--- src/rtl/ysyx_23060072_lsu_pkg.sv ---
// Shared encodings for the LSU stage: access-size codes, FSM states and
// the alignment rule used by the optional misalignment check
// (enabled by defining LSU_MISALIGN_CHECK_EN).
package ysyx_23060072_lsu_pkg;

    typedef enum logic [1:0] {
        LSU_BYTE     = 2'b00,
        LSU_HALF     = 2'b01,
        LSU_WORD     = 2'b10,
        LSU_WORD_ALT = 2'b11   // reserved code, behaves as a word access
    } lsu_type_e;

    typedef enum logic [1:0] {
        ST_IDLE = 2'b00,
        ST_REQ  = 2'b01,
        ST_DONE = 2'b10
    } lsu_state_e;

    // Half accesses need a[0]=0, word accesses need a[1:0]=0; bytes are always aligned.
    function automatic logic is_misaligned(input logic [1:0] lsu_type, input logic [1:0] addr_lo);
        logic bad;
        bad = 1'b0;
        case (lsu_type_e'(lsu_type))
            LSU_BYTE: bad = 1'b0;
            LSU_HALF: bad = addr_lo[0];
            default:  bad = |addr_lo;
        endcase
        return bad;
    endfunction

endpackage

--- src/rtl/ysyx_23060072_lsu_align.sv ---
// Lane steering for the LSU: store data replication and byte strobes,
// plus load byte/half extraction with sign or zero extension.
module ysyx_23060072_lsu_align
    import ysyx_23060072_lsu_pkg::*;
(
    input  logic [1:0]  lsu_type,
    input  logic        lsu_signed,
    input  logic [1:0]  addr_lo,
    input  logic [31:0] store_data,
    input  logic [31:0] load_word,
    output logic [31:0] lane_wdata,
    output logic [3:0]  lane_wstrb,
    output logic [31:0] load_data
);

    logic [7:0]  load_byte;
    logic [15:0] load_half;

    // Pick the addressed lane, then replicate/extend according to the access size.
    always_comb begin
        load_byte  = load_word[{addr_lo, 3'b000} +: 8];
        load_half  = load_word[{addr_lo[1], 4'b0000} +: 16];
        lane_wdata = store_data;
        lane_wstrb = 4'b1111;
        load_data  = load_word;
        case (lsu_type_e'(lsu_type))
            LSU_BYTE: begin
                lane_wdata = {4{store_data[7:0]}};
                lane_wstrb = 4'b0001 << addr_lo;
                load_data  = {{24{lsu_signed & load_byte[7]}}, load_byte};
            end
            LSU_HALF: begin
                lane_wdata = {2{store_data[15:0]}};
                lane_wstrb = 4'b0011 << {addr_lo[1], 1'b0};
                load_data  = {{16{lsu_signed & load_half[15]}}, load_half};
            end
            default: begin
                lane_wdata = store_data;
                lane_wstrb = 4'b1111;
                load_data  = load_word;
            end
        endcase
    end

endmodule

--- src/rtl/ysyx_23060072_lsu_stage.sv ---
// LSU pipeline stage: IDLE/REQ/DONE handshake with the data bus, stalls the
// front end while an access is outstanding and registers write-back results.
// Optional: define LSU_MISALIGN_CHECK_EN to suppress misaligned half/word
// accesses and flag them on lsu_misalign_o during DONE.
module ysyx_23060072_lsu_stage
    import ysyx_23060072_lsu_pkg::*;
(
    input  logic        clk,
    input  logic        rst_n,
    input  logic        wb_flag_i,
    input  logic [1:0]  LSU_type_i,
    input  logic        store_flag_i,
    input  logic        load_flag_i,
    input  logic        LSU_signed_i,
    input  logic [4:0]  wb_addr_i,
    input  logic [31:0] operand_a_i,
    input  logic [31:0] operand_b_i,
    input  logic [31:0] operand_imm_i,
    input  logic [31:0] wb_data_ex_i,
    output logic        mem_req_o,
    output logic        mem_we_o,
    output logic [31:0] mem_addr_o,
    output logic [31:0] mem_wdata_o,
    output logic [3:0]  mem_wstrb_o,
    input  logic        mem_ready_i,
    input  logic [31:0] mem_rdata_i,
    output logic        lsu_hold_flag_o,
    output logic        lsu_misalign_o,
    output logic        wb_flag_o,
    output logic [4:0]  wb_addr_o,
    output logic [31:0] wb_data_o
);

    lsu_state_e  state, state_nxt;
    logic        mem_op;
    logic        is_store;
    logic        misalign_now;
    logic [31:0] addr;
    logic [31:0] lane_wdata;
    logic [3:0]  lane_wstrb;
    logic [31:0] load_data;

    assign mem_op   = load_flag_i | store_flag_i;
    assign is_store = store_flag_i & ~load_flag_i;   // load wins when both are set
    assign addr     = operand_a_i + operand_imm_i;   // carry out dropped: wraps mod 2^32

    ysyx_23060072_lsu_align u_align (
        .lsu_type   (LSU_type_i),
        .lsu_signed (LSU_signed_i),
        .addr_lo    (addr[1:0]),
        .store_data (operand_b_i),
        .load_word  (mem_rdata_i),
        .lane_wdata (lane_wdata),
        .lane_wstrb (lane_wstrb),
        .load_data  (load_data)
    );

`ifdef LSU_MISALIGN_CHECK_EN
    logic misalign_q;

    assign misalign_now   = is_misaligned(LSU_type_i, addr[1:0]);
    assign lsu_misalign_o = misalign_q & (state == ST_DONE);

    // Remember why IDLE skipped straight to DONE so DONE can report it.
    always_ff @(posedge clk or negedge rst_n) begin
        if (!rst_n)
            misalign_q <= 1'b0;
        else if (state == ST_IDLE)
            misalign_q <= mem_op & misalign_now;
    end
`else
    assign misalign_now   = 1'b0;
    assign lsu_misalign_o = 1'b0;
`endif

    // State register.
    always_ff @(posedge clk or negedge rst_n) begin
        if (!rst_n) state <= ST_IDLE;
        else        state <= state_nxt;
    end

    // Next state; DONE always returns to IDLE so the held input is consumed once.
    always_comb begin
        state_nxt = state;
        case (state)
            ST_IDLE: if (mem_op) state_nxt = misalign_now ? ST_DONE : ST_REQ;
            ST_REQ:  if (mem_ready_i) state_nxt = ST_DONE;
            ST_DONE: state_nxt = ST_IDLE;
            default: state_nxt = ST_IDLE;
        endcase
    end

    // Bus and stall outputs; gated by rst_n so reset silences them at once.
    always_comb begin
        mem_req_o       = rst_n & (state == ST_REQ);
        lsu_hold_flag_o = rst_n & (((state == ST_IDLE) & mem_op) | (state == ST_REQ));
        mem_we_o        = mem_req_o & is_store;
        mem_wstrb_o     = (mem_req_o & is_store) ? lane_wstrb : 4'b0000;
        mem_wdata_o     = lane_wdata;
        mem_addr_o      = addr;
    end

    // Write-back registers: pass-through in IDLE, load result on bus accept.
    always_ff @(posedge clk or negedge rst_n) begin
        if (!rst_n) begin
            wb_flag_o <= 1'b0;
            wb_addr_o <= 5'd0;
            wb_data_o <= 32'd0;
        end else begin
            case (state)
                ST_IDLE: begin
                    if (mem_op) begin
                        wb_flag_o <= 1'b0;
                    end else begin
                        wb_flag_o <= wb_flag_i;
                        wb_addr_o <= wb_addr_i;
                        wb_data_o <= wb_data_ex_i;
                    end
                end
                ST_REQ: begin
                    if (mem_ready_i) begin
                        wb_flag_o <= wb_flag_i & load_flag_i;
                        wb_addr_o <= wb_addr_i;
                        wb_data_o <= load_flag_i ? load_data : 32'd0;
                    end else begin
                        wb_flag_o <= 1'b0;
                    end
                end
                default: wb_flag_o <= 1'b0;
            endcase
        end
    end

endmodule

--- config.mk ---
export PLATFORM = sky130hd
export DESIGN_NAME = ysyx_23060072_lsu_stage
export DESIGN_NICKNAME = d
export VERILOG_FILES = /design/src/rtl/ysyx_23060072_lsu_pkg.sv /design/src/rtl/ysyx_23060072_lsu_align.sv /design/src/rtl/ysyx_23060072_lsu_stage.sv
export SDC_FILE = /design/constraint.sdc
export NUM_CORES = 1
export LEC_CHECK = 0
export BUFFER_PORTS_ARGS = -buffer_cell sky130_fd_sc_hd__clkbuf_2
export CAP_MARGIN = 10
export CORE_MARGIN = 8
export CORE_UTILIZATION = 45
export DETAILED_ROUTE_END_ITERATION = 10
export MAX_ROUTING_LAYER = met4
export PLACE_DENSITY = 0.83
export SKIP_CTS_REPAIR_TIMING = 1
export SLEW_MARGIN = 0
export SYNTH_ARGS = -nofsm -noshare
export SYNTH_HDL_FRONTEND = slang
export SYNTH_SLANG_ARGS = --single-unit
export TNS_END_PERCENT = 30
--- constraint.sdc ---
create_clock -name clk -period 3.9 [get_ports clk]
set_input_delay 0.195 -clock clk [delete_from_list [all_inputs] [get_ports clk]]
set_output_delay 0.195 -clock clk [all_outputs]
set_load 0.03 [all_outputs]
==> run metrics, run 1 <==
outcome=completed; die area=around 14000 sq um; antenna-violating nets left=0; Sw Pwr=1570 uW; initial antenna violation count=0; CTS tree=built; Top Ports=284; Core Region=9774 sq um; die width=116.5 um; DP Wirelength=14500 um; Max-slew headroom=48.61%; H-Tree Level Count=2; sequential area share after synthesis=22.01%; GPL Wtd Cong=a little over 0.9; Yosys reg bits=40; clock skew=0.01039 ns; crit path capture type=output pin; RSZ-0062 raised after global routing=false; HP Class=input port to flop; Yosys top cell area share=between 20% and 30%; Synth area leaders=dfrtp_1, ha_1, a21oi_1; most common cell in the netlist=a21oi_1; Most Crowded Layer GR=met2; Synth Instances=580; Initial Utilization=46.52%; Post-Syn Nets=approximately 800; CTS clk-pin slew, worst paths=0.08 ns; met1 usage=between 20 and 30%; synth cell count leaders=a21oi_1, nand2_1, nor2_1, o21ai_0, dfrtp_1; total grt overflow=0; initial drt markers=372; met2 Use GR=a little over two fifths; vias in the first global route=5353; ANT cells=0; DR WL/cell=roughly 18 um; Async S/R FF share, synth=100.0%; GR Util met3=4.964%; Site Rows=36; Crit path required time=3.70 ns; Main synth FF type=dfrtp_1; Sink Count=40; Max FO, Critical Path=3; critical path arrival=around 2.6 ns; Root Driver=clkbuf_8; Avg Vias per Cell=between 5 and 6; Final period util=approximately 70%; Sw Share=53.77%; Synth cell types=65; layout cell share with drive strength beyond 1=40.22%; Fmax=357.5 MHz; Max Cap Violations=0; Seq pwr share=25.2%; Lkg Pwr=0.003106 uW; final worst path period need=approximately 2.8 ns; Ys Warns=0; Final Max Tran Viols=0; EDFF count, synth=0; final net count=1038; CTS Buffer Depth=2; Via Count=5482; post-synth top area cell=dfrtp_1; residual DRC count=0; gr usage total=25.33%; number of port buffers=282; pre-CTS setup slack=1.055 ns; Comb pwr share=65.4%; clock share of power=9.4%; first-pass GRT wire length=between 20000 and 30000 um; largest net degree at the start of global routing=43; peak supply drop=356.9 uV; Worst Slack Setup Final=~1.1 ns; Worst-Margin Slew=0.7709 ns; final setup fails=0; internal power=approximately 1400 uW; Post-Synthesis Mean Instance Area=7.839 sq um; Die Y=116.5 um; P per Cell Area=482.1 nW/um^2; Cell Area, Placed=5959 sq um; dpl cells=957; CP Class=input port to output pin; CTS Buf Count=5; Hold Vio Cnt, Final=0; clk_lat worst skew=0.29 ns; TNS Setup=0 ns; Mapped Area=roughly 4500 sq um; First-pass DRT Iterations=5; non-filler cells, final=966; Detailed Route WL=17350 um; Final Cell Area=6057 sq um; Synth-to-Final Area Change=33.21%; CP startpoint kind=input port
## critical path: stages
cell,delay (ns)
clkbuf_2,0.08
ha_1,0.20
inv_1,0.07
fa_1,0.44
nor2b_4,0.14
o2111ai_1,0.18
a31oi_1,0.36
o311ai_2,0.20
and2_1,0.17
a21oi_1,0.18
xnor2_1,0.14
clkbuf_2,0.23
## cell families (layout without fill, tap and decap cells)
| logic type | after synthesis | in the layout | synth area share, % |
|---|---|---|---|
| mux | 39 | 39 | 9.218 |
| other cells | 1 | 1 | 0.08247 |
| flops | 40 | 40 | 22.01 |
| xor+xnor | 29 | 29 | 5.586 |
| fa+ha+maj | 32 | 32 | 8.971 |
| buf+inv | 56 | 309 | 5.696 |
| compound gates | 227 | 227 | 32.77 |
| simple gates | 156 | 156 | 15.66 |
## power by group through the flow
stage          Sequential, uW  Clock, uW  Combinational [uW]
2_1_floorplan            1110          0                 939
3_3_place_gp              734          0                1890
3_5_place_dp              739          0                1910
4_1_cts                   734        277                1920
5_1_grt                   761        290                2050
6_report                  735        275                1910
## path summary, 6_finish.rpt
kind	slack [ns]	cells past startpoint	to	startpoint
worst max-delay path	1.10	12	mem_addr_o[22]	operand_a_i[0]
worst min-delay path	0.13	2	wb_flag_o	wb_flag_i
worst max register to register	1.60	5	wb_data_o[16]	state[1]
worst min register to register	0.51	1	wb_addr_o[4]	wb_addr_o[4]
max in group asynchronous	3.01	3	wb_data_o[18]	rst_n
min in group asynchronous	0.53	3	wb_data_o[27]	rst_n
## state kept, by name, indices dropped and copies added, names as in the netlist
signal,flops
state,2
wb_data_o,32
wb_addr_o,5
wb_flag_o,1
## per-layer routing
layer | wire (um) | part of all wire, % | vias up
met4 | 466 | 2.7 | 0
met2 | 8328 | 48 | 304
met3 | 1647 | 9.5 | 37
met5 | 0 | 0 | -
li1 | - | - | 2651
met1 | 6906 | 40 | 2490
## area by class of cell
class	count	area, sq um
clock inverters	3	18.77
flip-flops and latches	40	1001
well taps	133	166.4
inverters	13	48.80
repair buffers	288	1459
clock buffers	5	68.82
fillers	911	3717
multi-input cells	484	3294
## placed cells by master, fill, tap and decap left out, types with 2 or more instances in the layout
master | netlist | layout
nor3_1 | 8 | 8
a22oi_1 | 14 | 14
xnor2_1 | 18 | 18
ha_1 | 31 | 31
nand4_1 | 4 | 4
o21bai_1 | 4 | 4
a211o_1 | 3 | 3
o21ai_1 | 2 | 2
o21ai_0 | 44 | 44
inv_1 | 13 | 13
buf_4 | 10 | 5
a21oi_2 | 2 | 2
a21boi_0 | 2 | 2
dfrtp_1 | 40 | 40
o211ai_1 | 4 | 4
a31oi_1 | 22 | 22
a21oi_1 | 63 | 63
nor2_1 | 53 | 52
clkbuf_2 | 0 | 282
xor2_1 | 11 | 11
and2_1 | 4 | 4
a22o_1 | 7 | 7
a21o_1 | 15 | 15
nor2b_1 | 9 | 9
nand3_1 | 5 | 5
a221oi_1 | 9 | 9
nand2b_1 | 4 | 4
mux2i_1 | 16 | 16
o21a_1 | 6 | 6
nor3b_1 | 2 | 2
a211oi_1 | 5 | 5
nand2_1 | 56 | 56
o22ai_1 | 9 | 9
clkbuf_8 | 0 | 5
clkinv_2 | 0 | 2
o31ai_2 | 2 | 2
mux2_2 | 23 | 23
## stage by stage
step / hold slack [ns] / util [%] / power (uW)
after detailed placement: 0.2883 / 60.97 / 2652
after global placement: 0.2895 / 60.97 / 2627
final: 0.1288 / 61.97 / 2920
after CTS: -0.03466 / 61.87 / 2930
after global routing: 0.1261 / 61.97 / 3105
after floorplan: -0.1006 / - / 2051
(Power assumes the default switching activity.)
==> run 2: changes to the inputs <==
--- a/config.mk
+++ b/config.mk
@@ -8,10 +8,10 @@
 export BUFFER_PORTS_ARGS = -buffer_cell sky130_fd_sc_hd__clkbuf_2
 export CAP_MARGIN = 10
 export CORE_MARGIN = 8
-export CORE_UTILIZATION = 45
+export CORE_UTILIZATION = 44
 export DETAILED_ROUTE_END_ITERATION = 10
 export MAX_ROUTING_LAYER = met4
-export PLACE_DENSITY = 0.83
+export PLACE_DENSITY = 0.81
 export SKIP_CTS_REPAIR_TIMING = 1
 export SLEW_MARGIN = 0
 export SYNTH_ARGS = -nofsm -noshare
==> constraint.sdc (replaced) <==
create_clock -name clk -period 2.6 [get_ports clk]
set_input_delay 0.13 -clock clk [delete_from_list [all_inputs] [get_ports clk]]
set_output_delay 0.13 -clock clk [all_outputs]
set_load 0.03 [all_outputs]
==> run metrics, run 2 (synthesis gave the netlist of run 1 again) <==
Worst path top cell family by delay=compound AO/OA/AOI/OAI gates; Final Cell Area=6260 sq um; CTS Buffer Depth=2; dpl cells=970; R2R setup slack=0.48 ns; area of the multi-input gates=3364 sq um; initial antenna violation count=0; largest registers=wb_data_o (32), wb_addr_o (5), state (2); vias in the first global route=5268; WP buf/inv=3; CP startpoint kind=input port; layout cell share with drive strength beyond 1=41.64%; Core Region=10180 sq um; ANT cells=0; residual DRC count=0; number of port buffers=282; Die Y=~120 um; DR WL/cell=~18 um; gr usage total=24.41%; Synth-to-Final Area Change=37.67%; clock skew=0.009038 ns; critical path arrival=2.33 ns; die width=117.7 um; Max Cap Violations=0; Worst path max stage delay=0.31 ns; first-pass GRT wire length=27310 um; Lkg Pwr=0.003185 uW; Top Ports=around 280; final net count=1048; Hold Vio Cnt, Final=0; Filler Cell Count=between 900 and 1000; final worst path period need=2.464 ns; crit path capture type=output pin; H-Tree Level Count=2; CTS Buf Count=5; worst-path cell chain=clkbuf_2, ha_1, inv_1, fa_2, nor2b_4, o2111ai_2, a21oi_2, o31ai_2, a31oi_2, a311oi_2, xnor2_1, buf_2; DP Wirelength=between 10000 and 15000 um; Root Driver=clkbuf_8; Initial Utilization=between 40 and 50%; Cell Area, Placed=approximately 6100 sq um; CTS clk-pin slew, worst paths=0.08 ns; Detailed Route WL=17870 um; Worst path slowest cell=a311oi_2; commonest non-fill, non-tap cell in the layout=clkbuf_2; leading cell types in the layout, fill and taps excluded=clkbuf_2, a21oi_1, nand2_1, nor2_1, o21ai_0; peak supply drop=452.2 uV; Sink Count=40; non-filler cells, final=979; initial drt markers=551; clk_lat worst skew=0.30 ns; antenna-violating nets left=0; Max-slew headroom=62.83%; Via Count=about 5500; CP Class=input port to output pin; Crit path required time=2.47 ns; Max FO, Critical Path=3; Final Core Density=61.46%; total grt overflow=0; CTS tree=built; First-pass DRT Iterations=8; GPL Wtd Cong=0.8878; P per Cell Area=736.5 nW/um^2; TNS Setup=0 ns; Final period util=94.78%; Fmax=405.8 MHz; Avg Vias per Cell=5.637; Site Rows=37; Final Max Tran Viols=0; max reg flops=32; largest net degree at the start of global routing=42; HP Class=input port to flop; die area=13840 sq um; outcome=completed; sequential cell area=1001 sq um; Worst-Margin Slew=0.5550 ns; final setup fails=0; Top reg by flops=wb_data_o
run 2: power by group:
part	switching, uW	internal [uW]
Sequential	182	919
Clock	228	339
Combinational	1980	960
Total	2390	2220
run 2: routing by layer:
metal	routed length [um]	track usage [%]
met3	1516	5.851
met1	7392	28.41
met2	8609	41.01
met4	356	7.046
met5	0	-
run 2: through the flow:
| stage | worst slack (ns) | power [uW] | hold WS (ns) |
|---|---|---|---|
| finish | 0.1356 | 4610 | 0.05891 |
| global placement | 0.0009643 | 3984 | 0.2688 |
| floorplan | 0.1950 | 3077 | -0.1656 |
| CTS | -0.04021 | 4602 | -0.06396 |
| detailed placement | -0.03490 | 4025 | 0.2627 |
| global route | -0.003071 | 4879 | 0.05604 |
run 2: cell type report:
type | instances | area share (%)
clock buffers | 7 | 1.539
clock inverters | 1 | 0.4797
inverters | 13 | 0.7795
multi-input cells | 484 | 53.75
flip-flops and latches | 40 | 15.99
well taps | 136 | 2.718
repair buffers | 298 | 24.75
run 2: path summary, 6_finish.rpt:
check | startpoint | endpoint | depth (start not counted)
worst max-delay path | operand_a_i[0] | mem_addr_o[28] | 12
worst min-delay path | wb_data_ex_i[26] | wb_data_o[26] | 3
worst max register to register | state[1] | wb_data_o[26] | 5
worst min register to register | wb_addr_o[2] | wb_addr_o[2] | 1
max in group asynchronous | rst_n | wb_data_o[11] | 3
min in group asynchronous | rst_n | wb_flag_o | 3
run 2: worst register-to-register path, delay by kind of cell, from the launching register on:
kind | cells | cell delay (ns)
DFF | 1 | 0.46
and+or+nand+nor | 3 | 1.15
AOI/OAI and AO/OA | 2 | 0.43
